### config.mk
export PLATFORM = sky130hd
export DESIGN_NAME = mat_feed_ctrl
export DESIGN_NICKNAME = d
export VERILOG_FILES = /design/src/rtl/mat_feed_ctrl.sv
export SDC_FILE = /design/constraint.sdc
export NUM_CORES = 1
export LEC_CHECK = 0
export CAP_MARGIN = 20
export CELL_PAD_IN_SITES_DETAIL_PLACEMENT = 1
export CELL_PAD_IN_SITES_GLOBAL_PLACEMENT = 2
export CORE_ASPECT_RATIO = 0.6
export CORE_MARGIN = 2
export CORE_UTILIZATION = 30
export DETAILED_ROUTE_END_ITERATION = 16
export PLACE_DENSITY_LB_ADDON = 0.1
export SLEW_MARGIN = 20
export SYNTH_ARGS = -nofsm -noshare
export SYNTH_HDL_FRONTEND = slang
export SYNTH_SLANG_ARGS = --single-unit
### constraint.sdc
create_clock -name sclk -period 1.8 [get_ports sclk]
set_input_delay 0.27 -clock sclk [delete_from_list [all_inputs] [get_ports sclk]]
set_output_delay 0.27 -clock sclk [all_outputs]
set_load 0.05 [all_outputs]
### src/rtl/mat_feed_ctrl.sv
// Frame sequencer ahead of the 3x3 window generator: clears it, feeds one frame, pads flush rows.
// Optional frame statistics counter enabled by defining MAT_FEED_STAT_EN.
module mat_feed_ctrl #(
   parameter int         COL_NUM    = 320,
   parameter int         ROW_NUM    = 720,
   parameter int         FLUSH_ROWS = 1,
   parameter logic [7:0] PAD_VAL    = 8'd0,
   parameter int         GAP        = 0
) (
   input  logic        sclk,
   input  logic        rst_n,
   input  logic        start,
   input  logic [7:0]  in_data,
   input  logic        in_valid,
   output logic        in_ready,
   output logic        mat_rst_n,
   output logic [7:0]  rx_data,
   output logic        pi_flag,
   output logic        busy,
   output logic        frame_done,
   output logic [15:0] frame_cnt
);

   localparam int GW = (GAP > 0) ? $clog2(GAP + 1) : 1;
   localparam logic [GW-1:0] GAP_V    = GW'(GAP);
   localparam logic [GW-1:0] GAP_ONE  = GW'(1);
   localparam logic [10:0]   COL_LAST = 11'(COL_NUM - 1);
   localparam logic [10:0]   ROW_LAST = 11'(ROW_NUM - 1);
   localparam logic [12:0]   FL_LAST  = 13'(FLUSH_ROWS * COL_NUM - 1);

   typedef enum logic [2:0] {S_IDLE, S_CLR, S_FEED, S_FLUSH, S_DONE} state_t;

   state_t        state, nxt;
   logic          clr_cnt;
   logic          clear_n;
   logic [10:0]   col_cnt, row_cnt;
   logic [12:0]   flush_cnt;
   logic [GW-1:0] gap_cnt;
   logic          xfer, flush_issue;

   always_ff @(posedge sclk or negedge rst_n) begin
      if (!rst_n) state <= S_IDLE;
      else        state <= nxt;
   end

   always_comb begin
      nxt         = state;
      in_ready    = 1'b0;
      frame_done  = 1'b0;
      xfer        = 1'b0;
      flush_issue = 1'b0;
      case (state)
         S_IDLE:  if (start) nxt = S_CLR;
         S_CLR:   if (clr_cnt) nxt = S_FEED;
         S_FEED: begin
            in_ready = (gap_cnt == '0);
            xfer     = in_valid & in_ready;
            if (xfer && col_cnt == COL_LAST && row_cnt == ROW_LAST)
               nxt = (FLUSH_ROWS > 0) ? S_FLUSH : S_DONE;
         end
         S_FLUSH: begin
            flush_issue = (gap_cnt == '0);
            if (flush_issue && flush_cnt == FL_LAST) nxt = S_DONE;
         end
         S_DONE: begin
            frame_done = 1'b1;
            nxt        = S_IDLE;
         end
         default: nxt = S_IDLE;
      endcase
   end

   assign busy      = (state != S_IDLE);
   assign mat_rst_n = rst_n & clear_n;

   always_ff @(posedge sclk or negedge rst_n) begin
      if (!rst_n) begin
         clr_cnt   <= 1'b0;
         clear_n   <= 1'b1;
         col_cnt   <= '0;
         row_cnt   <= '0;
         flush_cnt <= '0;
         gap_cnt   <= '0;
         rx_data   <= '0;
         pi_flag   <= 1'b0;
      end else begin
         // clear_n tracks the CLR state exactly, so the generator sees two low cycles
         clear_n <= (nxt != S_CLR);
         clr_cnt <= (state == S_CLR) ? ~clr_cnt : 1'b0;
         pi_flag <= xfer | flush_issue;
         if (xfer)             rx_data <= in_data;
         else if (flush_issue) rx_data <= PAD_VAL;

         if (state == S_DONE)          gap_cnt <= '0;
         else if (xfer | flush_issue)  gap_cnt <= GAP_V;
         else if (gap_cnt != '0)       gap_cnt <= gap_cnt - GAP_ONE;

         if (state == S_DONE) begin
            col_cnt   <= '0;
            row_cnt   <= '0;
            flush_cnt <= '0;
         end else begin
            if (xfer) begin
               if (col_cnt == COL_LAST) begin
                  col_cnt <= '0;
                  row_cnt <= row_cnt + 11'd1;
               end else begin
                  col_cnt <= col_cnt + 11'd1;
               end
            end
            if (flush_issue) flush_cnt <= flush_cnt + 13'd1;
         end
      end
   end

`ifdef MAT_FEED_STAT_EN
   logic [15:0] fcnt;
   always_ff @(posedge sclk or negedge rst_n) begin
      if (!rst_n)          fcnt <= '0;
      else if (frame_done) fcnt <= fcnt + 16'd1;
   end
   assign frame_cnt = fcnt;
`else
   assign frame_cnt = 16'd0;
`endif

endmodule

==> results by group, run 1 <==
Floorplanning
  – Die height: 76.4 um
  – Die Wd: 125 um
  – Die area: 9520 um^2
  – Rows: 26
  – Core Region: 8490 um^2
  – Starting Density: 30.8%
  – # IOs: 41

Global route
  – First-pass GRT wire length: 11.3 mm
  – Vias in the first global route: 2,166
  – Initial antenna violation count: 0
  – Largest net degree at the start of global routing: 50
  – Gr ovfl total: 0
  – GRT Resource Usage Total: 14.7%

Place
  – Number of port buffers: 24
  – Dpl hpwl: 4.83 mm
  – Routability congestion estimate: 0.765
  – Dpl cells: 419
  – Dpl ws: -0.201 ns

Synthesis
  – Synth area leaders: dfrtp_1 (46%), buf_4 (4.6%), nand2_1 (4.2%), a22o_1 (3.3%), nand3_1 (2.9%)
  – Post-synth EDFFs: 0
  – Dominant synthesized flop cell: dfrtp_1
  – Top cell type's share of synthesized area: 45.9%
  – Sequential share of the synthesized area: 46.9%
  – Most instantiated cells after synthesis: dfrtp_1 (48), nand2_1 (29), buf_4 (16), nor2_1 (16), nand3_1 (15)
  – Most numerous cell in the Yosys netlist: dfrtp_1
  – #FFs+latches synth: 49
  – Post-synth ARST share: 100%
  – Post-Syn Instances: 267
  – Synth warn: 0
  – Avg Cell Area, Syn: 9.81 um^2
  – Syn Std Cell Area: 2620 um^2
  – Synth unique cells: 48
  – Yosys top cell by area: dfrtp_1

Job
  – Max_cap viols: 0

STA
  – RSZ-0062 raised after global routing: false
  – Fin Clk Skew: 0.00570 ns
  – Fmax: 579 MHz
  – Setup-failing EPs final: 0
  – Worst Slack Setup Final: 0.0718 ns
  – Final Cycle Share: 96.0%
  – Final hold violations: 0
  – Final hold slack: 0.134 ns
  – Final slew viol count: 0
  – Worst-margin pin slew: 0.657 ns
  – Slew headroom: 56.2%
  – Final min period: 1.73 ns

Critical path
  – Critical path class: reg2reg
  – CP cell instances: buf_4 > nand4b_1 > a211o_1 > or3b_1 > a31oi_1
  – Critical path required time: 2.00 ns
  – Crit. End Element: flop
  – Critical path launch point type: flop
  – Crit-path max cell delay: 0.42 ns
  – Critical path peak fanout: 5
  – Crit path DAT: 1.93 ns
  – Critical Path Slowest Stage Cell: dfrtp_1

Route
  – Routed vias/inst: 4.97
  – First-pass DRT Iterations: 4
  – Detail Route Antenna Nets: 0
  – 1st-iter DRT viols: 102
  – Routed wire length: 6.75 mm
  – DRC Markers: 0
  – Routed WL per cell: 15.8 um
  – Via Count: 2,123

Pwr
  – VDD IR max: 0.000329 V
  – Power consumption: 2.73 mW
  – LEAKAGE: 1.52 nW
  – PD cells: 827 nW/um^2

Clock network
  – Clk slew on worst S/H paths: 0.07 ns
  – Clk_lat worst skew: 0.29 ns
  – Cts hold-fix bufs: 0
  – H-tree depth: 2
  – Longest Clk Path Bufs: 2
  – CTS tree: done
  – Clk root buf: clkbuf_16
  – Clock Sink Count: 49
  – Total CTS buffers: 5

Run status
  – Run status: finished clean

Final layout
  – Antenna cell count: 0
  – Fin nets: 329
  – Fin cells: 427
  – Share of layout cells above drive strength 1: 17.5%
  – Area Growth Syn to Fin: 26.1%

Worst hold path
  – HP Class: in2async
[per-layer routing]
| layer | track usage (%) | share of wire [%] | vias to the layer above |
|---|---|---|---|
| li1 | - | - | 1045 |
| met1 | 22.6 | 56 | 1042 |
| met2 | 20.9 | 40 | 31 |
| met3 | 3.37 | 2.9 | 5 |
| met4 | 3.03 | 0.59 | 0 |
| met5 | 0 | 0 | - |
[path summary, 6_finish.rpt]
check | start | end | slack (ns) | cells after the start
max | state[0] | col_cnt[8] | 0.07 | 5
min | rst_n | row_cnt[5] | 0.13 | 2
max reg2reg | state[0] | col_cnt[8] | 0.07 | 5
min reg2reg | clr_cnt | clr_cnt | 0.45 | 1
max in group asynchronous | rst_n | state[2] | 1.18 | 2
min in group sclk | clr_cnt | clr_cnt | 0.45 | 1
[flip-flops by register name, indices dropped and copies added (netlist names)]
name	flops
clear_n	1
col_cnt	11
pi_flag	1
flush_cnt	13
clr_cnt	1
rx_data	8
row_cnt	11
state	3
[where the power goes]
group | total (mW) | switching [mW] | internal, mW
logic | 0.482 | 0.292 | 0.190
registers | 1.25 | 0.0779 | 1.17
clock network | 0.998 | 0.409 | 0.589
[kinds of logic (layout without fill, tap and decap cells)]
kind of cell,after synthesis,count (layout),synth area share [%]
and+or+nand+nor,115,115,24.7
AOI/OAI and AO/OA,51,51,13.6
DFF,49,49,46.9
buffers and inverters,35,68,8.65
xor gates and xnor gates,7,7,2.34
muxes,6,6,2.29
adders and majority gates,3,3,1.43
other,1,16,0.143
[area by class of cell]
cell class,instances,area [um^2]
multi-input combinational,198,1240
clock buffer,7,153
timing repair buffer,54,507
fill,968,5190
sequential,49,1230
tap,112,140
inverter,6,25.0
clock inverter,1,5.00
[worst max-delay path: cells and delay by family, from the launching register on]
family	cells	cell delay, ns
AO/OA/AOI/OAI	2	0.51
buffers and inverters	1	0.17
AND/OR/NAND/NOR	2	0.53
flip-flops	1	0.42
[stage by stage]
step                area, um^2  utilization (%)  TNS [ns]
floorplan                 2680                -         0
global placement          3120             36.7     -1.79
detailed placement        3120             36.7     -2.33
CTS                       3280             38.6         0
global route              3300             38.9         0
finish                    3300             38.9         0
[what timing repair did]
action,4_1_cts,5_1_grt
resized for setup,0,7
buffers inserted,0,0
setup endpoints to repair,0,16
[cell usage in the layout (no fill, tap or decap), types with 10 or more instances in the layout]
cell type / count
a22o_1: 10
a21oi_1: 10
dfrtp_1: 47
nor2_1: 16
buf_4: 29
o211ai_1: 10
nand2_1: 29
conb_1: 16
nand4_1: 10
nand3_1: 15
clkdlybuf4s50_1: 18
Note: power is estimated with default switching activity, not from simulation.
==> inputs of run 2 (changes only) <==
--- a/config.mk
+++ b/config.mk
@@ -11,8 +11,11 @@
 export CORE_ASPECT_RATIO = 0.6
 export CORE_MARGIN = 2
 export CORE_UTILIZATION = 30
+export CTS_CLUSTER_DIAMETER = 150
 export DETAILED_ROUTE_END_ITERATION = 16
 export PLACE_DENSITY_LB_ADDON = 0.1
+export RECOVER_POWER = 25
+export SKIP_LAST_GASP = 1
 export SLEW_MARGIN = 20
 export SYNTH_ARGS = -nofsm -noshare
 export SYNTH_HDL_FRONTEND = slang
==> run 2 against run 1 <==
Against the previous run: die area unchanged; critical path type unchanged; design area decreased by 0.45%; core utilization decreased by 0.18 points; setup slack got worse by 0.0060 ns; non-clock buffer count unchanged; highest routed layer unchanged.
==> results by group, run 2 (synthesis results as in run 1) <==
Run status
  – Run status: finished clean

STA
  – Final Cycle Share: 96.3% (+0.33 points)
  – Slew headroom: 14.7% (-41 points)
  – Final min period: 1.73 ns (+0.00600 ns)
  – Fin Clk Skew: 0.00571 ns (+0.0000108 ns)
  – RSZ-0062 raised after global routing: true
  – Final hold violations: 0 (unchanged)
  – Final slew viol count: 0 (unchanged)
  – Fmax: 577 MHz (-0.35%)
  – Setup-failing EPs final: 0 (unchanged)
  – Worst-margin pin slew: 1.28 ns (+0.622 ns)

Clock network
  – CTS tree: done
  – Clk root buf: clkbuf_16
  – Postcts setup bufs: 0 (unchanged)
  – Clk_lat worst skew: 0.29 ns (about the same)
  – Clock Sink Count: 49 (unchanged)
  – Longest Clk Path Bufs: 2 (unchanged)
  – H-tree depth: 2 (unchanged)
  – Total CTS buffers: 5 (unchanged)
  – Clk slew on worst S/H paths: 0.07 ns (about the same)

Critical path
  – Critical path launch point type: flop
  – Critical path peak fanout: 5 (unchanged)
  – Crit path DAT: 1.94 ns (about the same)
  – Critical path required time: 2.00 ns (about the same)
  – Flop-to-flop setup slack: 0.07 ns (about the same)
  – Critical path class: reg2reg
  – Crit. End Element: flop

Route
  – DRC Markers: 0 (unchanged)
  – Routed vias/inst: 4.96 (-0.14%)
  – Routed wire length: 6.74 mm (about the same)
  – Routed WL per cell: 15.8 um (about the same)
  – Via Count: 2,120 (-0.14%)
  – First-pass DRT Iterations: 4 (unchanged)
  – 1st-iter DRT viols: 101 (-0.98%)
  – Detail Route Antenna Nets: 0 (unchanged)

Place
  – Dpl hpwl: 4.83 mm (unchanged)
  – Number of port buffers: 24 (unchanged)
  – Dpl cells: 419 (unchanged)
  – Routability congestion estimate: 0.765 (unchanged)

Global route
  – Gr ovfl total: 0 (unchanged)
  – Largest net degree at the start of global routing: 50 (unchanged)
  – Vias in the first global route: 2,166 (unchanged)
  – First-pass GRT wire length: 11.3 mm (unchanged)
  – GRT Resource Usage Total: 14.7% (unchanged)
  – Initial antenna violation count: 0 (unchanged)

Final layout
  – Max FFs per register: 13 (unchanged)
  – Commonest cells after routing, fill and taps aside: dfrtp_1 (48), nand2_1 (29), buf_4 (28)
  – Fin nets: 329 (unchanged)
  – Biggest register: flush_cnt
  – Antenna cell count: 0 (unchanged)
  – Largest registers: flush_cnt x13, col_cnt x11, row_cnt x11
  – Commonest non-fill, non-tap cell in the layout: dfrtp_1
  – Fin cells: 427 (unchanged)
  – Share of layout cells above drive strength 1: 16.8% (-0.63 points)
  – Area Growth Syn to Fin: 25.6%

Floorplanning
  – Rows: 26 (unchanged)
  – Die height: 76.4 um (unchanged)
  – Starting Density: 30.8% (unchanged)
  – Die Wd: 125 um (unchanged)
  – Die area: 9520 um^2 (unchanged)
  – Core Region: 8490 um^2 (unchanged)
  – # IOs: 41 (unchanged)

Pwr
  – LEAKAGE: 1.52 nW (-0.21%)
  – PD cells: 828 nW/um^2 (about the same)
  – Power consumption: 2.72 mW (-0.37%)
  – VDD IR max: 0.000329 V (-0.12%)

Job
  – Max_cap viols: 0 (unchanged)

Worst hold path
  – HP Class: in2async
## run 2: where the power goes
group	internal [mW]	switching [mW]	leakage, nW	total, mW
Clock	0.589	0.409	0.0799	0.999
Combinational	0.183	0.292	0.795	0.475
Sequential	1.17	0.0741	0.644	1.25
Total	1.95	0.775	1.52	2.72
## run 2: worst paths after layout
check / startpoint / end / depth (start not counted)
min in group sclk: clr_cnt / clr_cnt / 1
hold / removal: rst_n / row_cnt[5] / 2
setup / recovery: state[0] / col_cnt[8] / 5
max in group asynchronous: rst_n / col_cnt[1] / 2
hold reg to reg: clr_cnt / clr_cnt / 1
setup reg to reg: state[0] / col_cnt[8] / 5
## run 2: final cells by class
cell class,instances,area (um^2)
Clock buffer,7,153
Sequential cell,49,1230
Tap cell,112,140
Fill cell,970,5200
Inverter,6,25.0
Multi-Input combinational cell,198,1230
Timing Repair Buffer,54,503
Clock inverter,1,5.00
## run 2: critical path: stages, from the launching register on
cell and delay, ns:
dfrtp_1 0.42, buf_4 0.17, nand4b_1 0.17, a211o_1 0.32, or3b_1 0.36, a31oi_1 0.19
## run 2: what timing repair did
action | CTS | global route
hold buffers | 0 | 0
resized for setup | 0 | 5
endpoints found under the setup margin | 0 | 16
## run 2: per-layer routing
metal / vias to the layer above / global-route usage [%] / wire, um
met4: 0 / 3.03 / 40
met1: 1034 / 22.6 / 3730
met2: 37 / 20.9 / 2720
li1: 1044 / - / -
met5: - / 0 / 0
met3: 5 / 3.37 / 245
## run 2: through the flow
stage                     hold WS (ns)  worst slack (ns)  cell area, um^2   TNS [ns]  utilization (%)
after floorplan                -0.0256            0.0492             2680          0                -
after global placement           0.447            -0.161             3120      -1.79             36.7
after detailed placement         0.446            -0.201             3120      -2.33             36.7
after CTS                        0.201            0.0222             3280          0             38.6
after global routing             0.477         -0.000868             3290  -0.000868             38.7
final                            0.449            0.0658             3290          0             38.7
==> inputs of run 3 (changes only) <==
--- a/config.mk
+++ b/config.mk
@@ -10,9 +10,11 @@
 export CELL_PAD_IN_SITES_GLOBAL_PLACEMENT = 2
 export CORE_ASPECT_RATIO = 0.6
 export CORE_MARGIN = 2
-export CORE_UTILIZATION = 30
+export CORE_UTILIZATION = 36
 export CTS_CLUSTER_DIAMETER = 150
+export CTS_CLUSTER_SIZE = 28
 export DETAILED_ROUTE_END_ITERATION = 16
+export DONT_BUFFER_PORTS = 1
 export PLACE_DENSITY_LB_ADDON = 0.1
 export RECOVER_POWER = 25
 export SKIP_LAST_GASP = 1
==> run 3 against run 2 <==
Against the previous run: setup slack better by 0.0051 ns; critical path type is now reg2out; highest routed layer unchanged; hold slack got worse by 0.33 ns; fmax up 0.30%; clock power fell by 4.5%.
==> results by group, run 3 (synthesis results as in run 1) <==
Final layout
  – Commonest cells after routing, fill and taps aside: dfrtp_1 (46), nand2_1 (29), buf_4 (28)
  – Fin nets: 308 (-6.4%)
  – Antenna cell count: 0 (unchanged)
  – FF/Latch Area: 1230 um^2 (+0.20%)
  – Footprint of the multi-input gates: 1250 um^2 (+1.2%)
  – Share of layout cells above drive strength 1: 18.4% (+1.5 points)
  – Post-route design area: 3030 um^2 (-7.8%)
  – Max FFs per register: 13 (unchanged)
  – Area Growth Syn to Fin: 15.8%
  – Largest registers: flush_cnt x13, col_cnt x11, row_cnt x11
  – Fin cells: 385 (-9.8%)
  – # fillers: 832 (-14%)
  – Commonest non-fill, non-tap cell in the layout: dfrtp_1
  – Biggest register: flush_cnt

Global route
  – GRT Resource Usage Total: 18.3% (+3.6 points)
  – Gr ovfl total: 0 (unchanged)
  – Largest net degree at the start of global routing: 50 (unchanged)
  – Vias in the first global route: 2,111 (-2.5%)
  – First-pass GRT wire length: 11.3 mm (-0.18%)
  – Initial antenna violation count: 0 (unchanged)

Pwr
  – VDD IR max: 0.000405 V (+23%)
  – PD cells: 874 nW/um^2 (+5.6%)
  – LEAKAGE: 1.40 nW (-7.5%)

Place
  – Area of placed instances: 2790 um^2 (-10%)
  – Dpl cells: 369 (-12%)
  – Dpl ws: -0.0300 ns (+0.171 ns)
  – Routability congestion estimate: 0.780 (+1.9%)
  – Dpl hpwl: 4.77 mm (-1.4%)
  – Number of port buffers: 0 (-100%)

STA
  – Fmax: 578 MHz (+0.30%)
  – RSZ-0062 raised after global routing: true
  – Setup-failing EPs final: 0 (unchanged)
  – Slew headroom: 25.5% (+11 points)
  – Final min period: 1.73 ns (-0.00513 ns)
  – Final slew viol count: 0 (unchanged)
  – Fin Clk Skew: 0.00604 ns (+0.000330 ns)
  – Worst Slack Setup Final: 0.0710 ns (+0.00513 ns)
  – Worst-margin pin slew: 1.12 ns (-0.161 ns)
  – Final hold violations: 0 (unchanged)
  – Final Cycle Share: 96.1% (-0.28 points)

Floorplanning
  – Die height: 70.1 um (-8.3%)
  – Starting Density: 36.6% (+5.8 points)
  – Core Region: 7150 um^2 (-16%)
  – Die Wd: 114 um (-8.4%)
  – # IOs: 41 (unchanged)
  – Rows: 24 (-7.7%)
  – Die area: 8000 um^2 (-16%)

Worst hold path
  – Hold Path Depth: 1
  – HP Class: in2reg

Critical path
  – Critical path class: reg2out
  – Critical path launch point type: flop
  – Critical path peak fanout: 9 (+4)
  – Cell depth of the worst flop-to-flop path: 4 (-1)
  – Critical path required time: 1.53 ns (-0.47 ns)
  – Crit path DAT: 1.46 ns (-0.48 ns)
  – Crit. End Element: output port

Route
  – Routed vias/inst: 5.27 (+6.2%)
  – 1st-iter DRT viols: 46 (-54%)
  – Routed wire length: 6.82 mm (+1.2%)
  – First-pass DRT Iterations: 4 (unchanged)
  – Via Count: 2,030 (-4.2%)
  – Detail Route Antenna Nets: 0 (unchanged)
  – DRC Markers: 0 (unchanged)
  – Routed WL per cell: 17.7 um (+12%)

Job
  – Max_cap viols: 0 (unchanged)

Clock network
  – CTS tree: done
  – Total CTS buffers: 5 (unchanged)
  – Clk root buf: clkbuf_16
  – Clk_lat worst skew: 0.29 ns (about the same)
  – Clk slew on worst S/H paths: 0.06 ns (about the same)
  – H-tree depth: 2 (unchanged)
  – Longest Clk Path Bufs: 2 (unchanged)
  – Clock Sink Count: 49 (unchanged)

Run status
  – Run status: finished clean
run 3: power by group:
| part | internal, mW | switching, mW | total [mW] | leakage (nW) |
|---|---|---|---|---|
| clock | 0.555 | 0.399 | 0.954 | 0.0712 |
| combinational | 0.157 | 0.240 | 0.396 | 0.692 |
| sequential | 1.17 | 0.128 | 1.30 | 0.642 |
| total | 1.89 | 0.766 | 2.65 | 1.40 |
run 3: final timing paths:
kind                            start            to  slack [ns]
setup / recovery             state[1]    frame_done        0.07
hold / removal             in_data[4]    rx_data[4]        0.12
setup reg to reg             state[2]    col_cnt[9]        0.08
hold reg to reg               clr_cnt       clr_cnt        0.48
max in group asynchronous       rst_n      state[2]        0.30
min in group asynchronous       rst_n  flush_cnt[8]        0.75
run 3: per-layer routing:
layer  GRT usage [%]  part of all wire (%)  vias up  wire length, um
met2            24.7                    39       34             2690
li1                -                     -      995                -
met1            28.7                    56      997             3810
met4            4.07                  0.62        0               42
met3            4.86                   4.1        4              279
met5               0                     0        -                0
run 3: critical path: stages (launching register included):
cell and delay (ns):
dfrtp_2 0.44, nand2b_4 0.20, or2_4 0.29, inv_4 0.08, buf_6 0.16
run 3: stage by stage:
stage	util, %	total power [mW]	TNS [ns]	hold slack, ns
3_5_place_dp	39.1	1.67	-0.0300	-0.0246
5_1_grt	42.4	2.78	-0.0209	0.118
6_report	42.4	2.65	0	0.117
4_1_cts	41.7	2.67	0	0.109
3_3_place_gp	39.1	1.66	0	-0.0244
2_1_floorplan	-	1.56	0	-0.0256
run 3: area by class of cell:
cell class	count	area share, %
Inverter	6	0.825
Clock buffer	8	4.83
Multi-Input combinational cell	198	41.2
Timing Repair Buffer	33	8.83
Tap cell	91	3.75
Sequential cell	49	40.6
run 3: what timing repair did:
item	4_1_cts	5_1_grt
pin swaps	1	1
gates resized for setup	2	9
hold buffers	2	0
endpoints found under the setup margin	3	14
buffers inserted	0	6
hold endpoints to repair	49	0
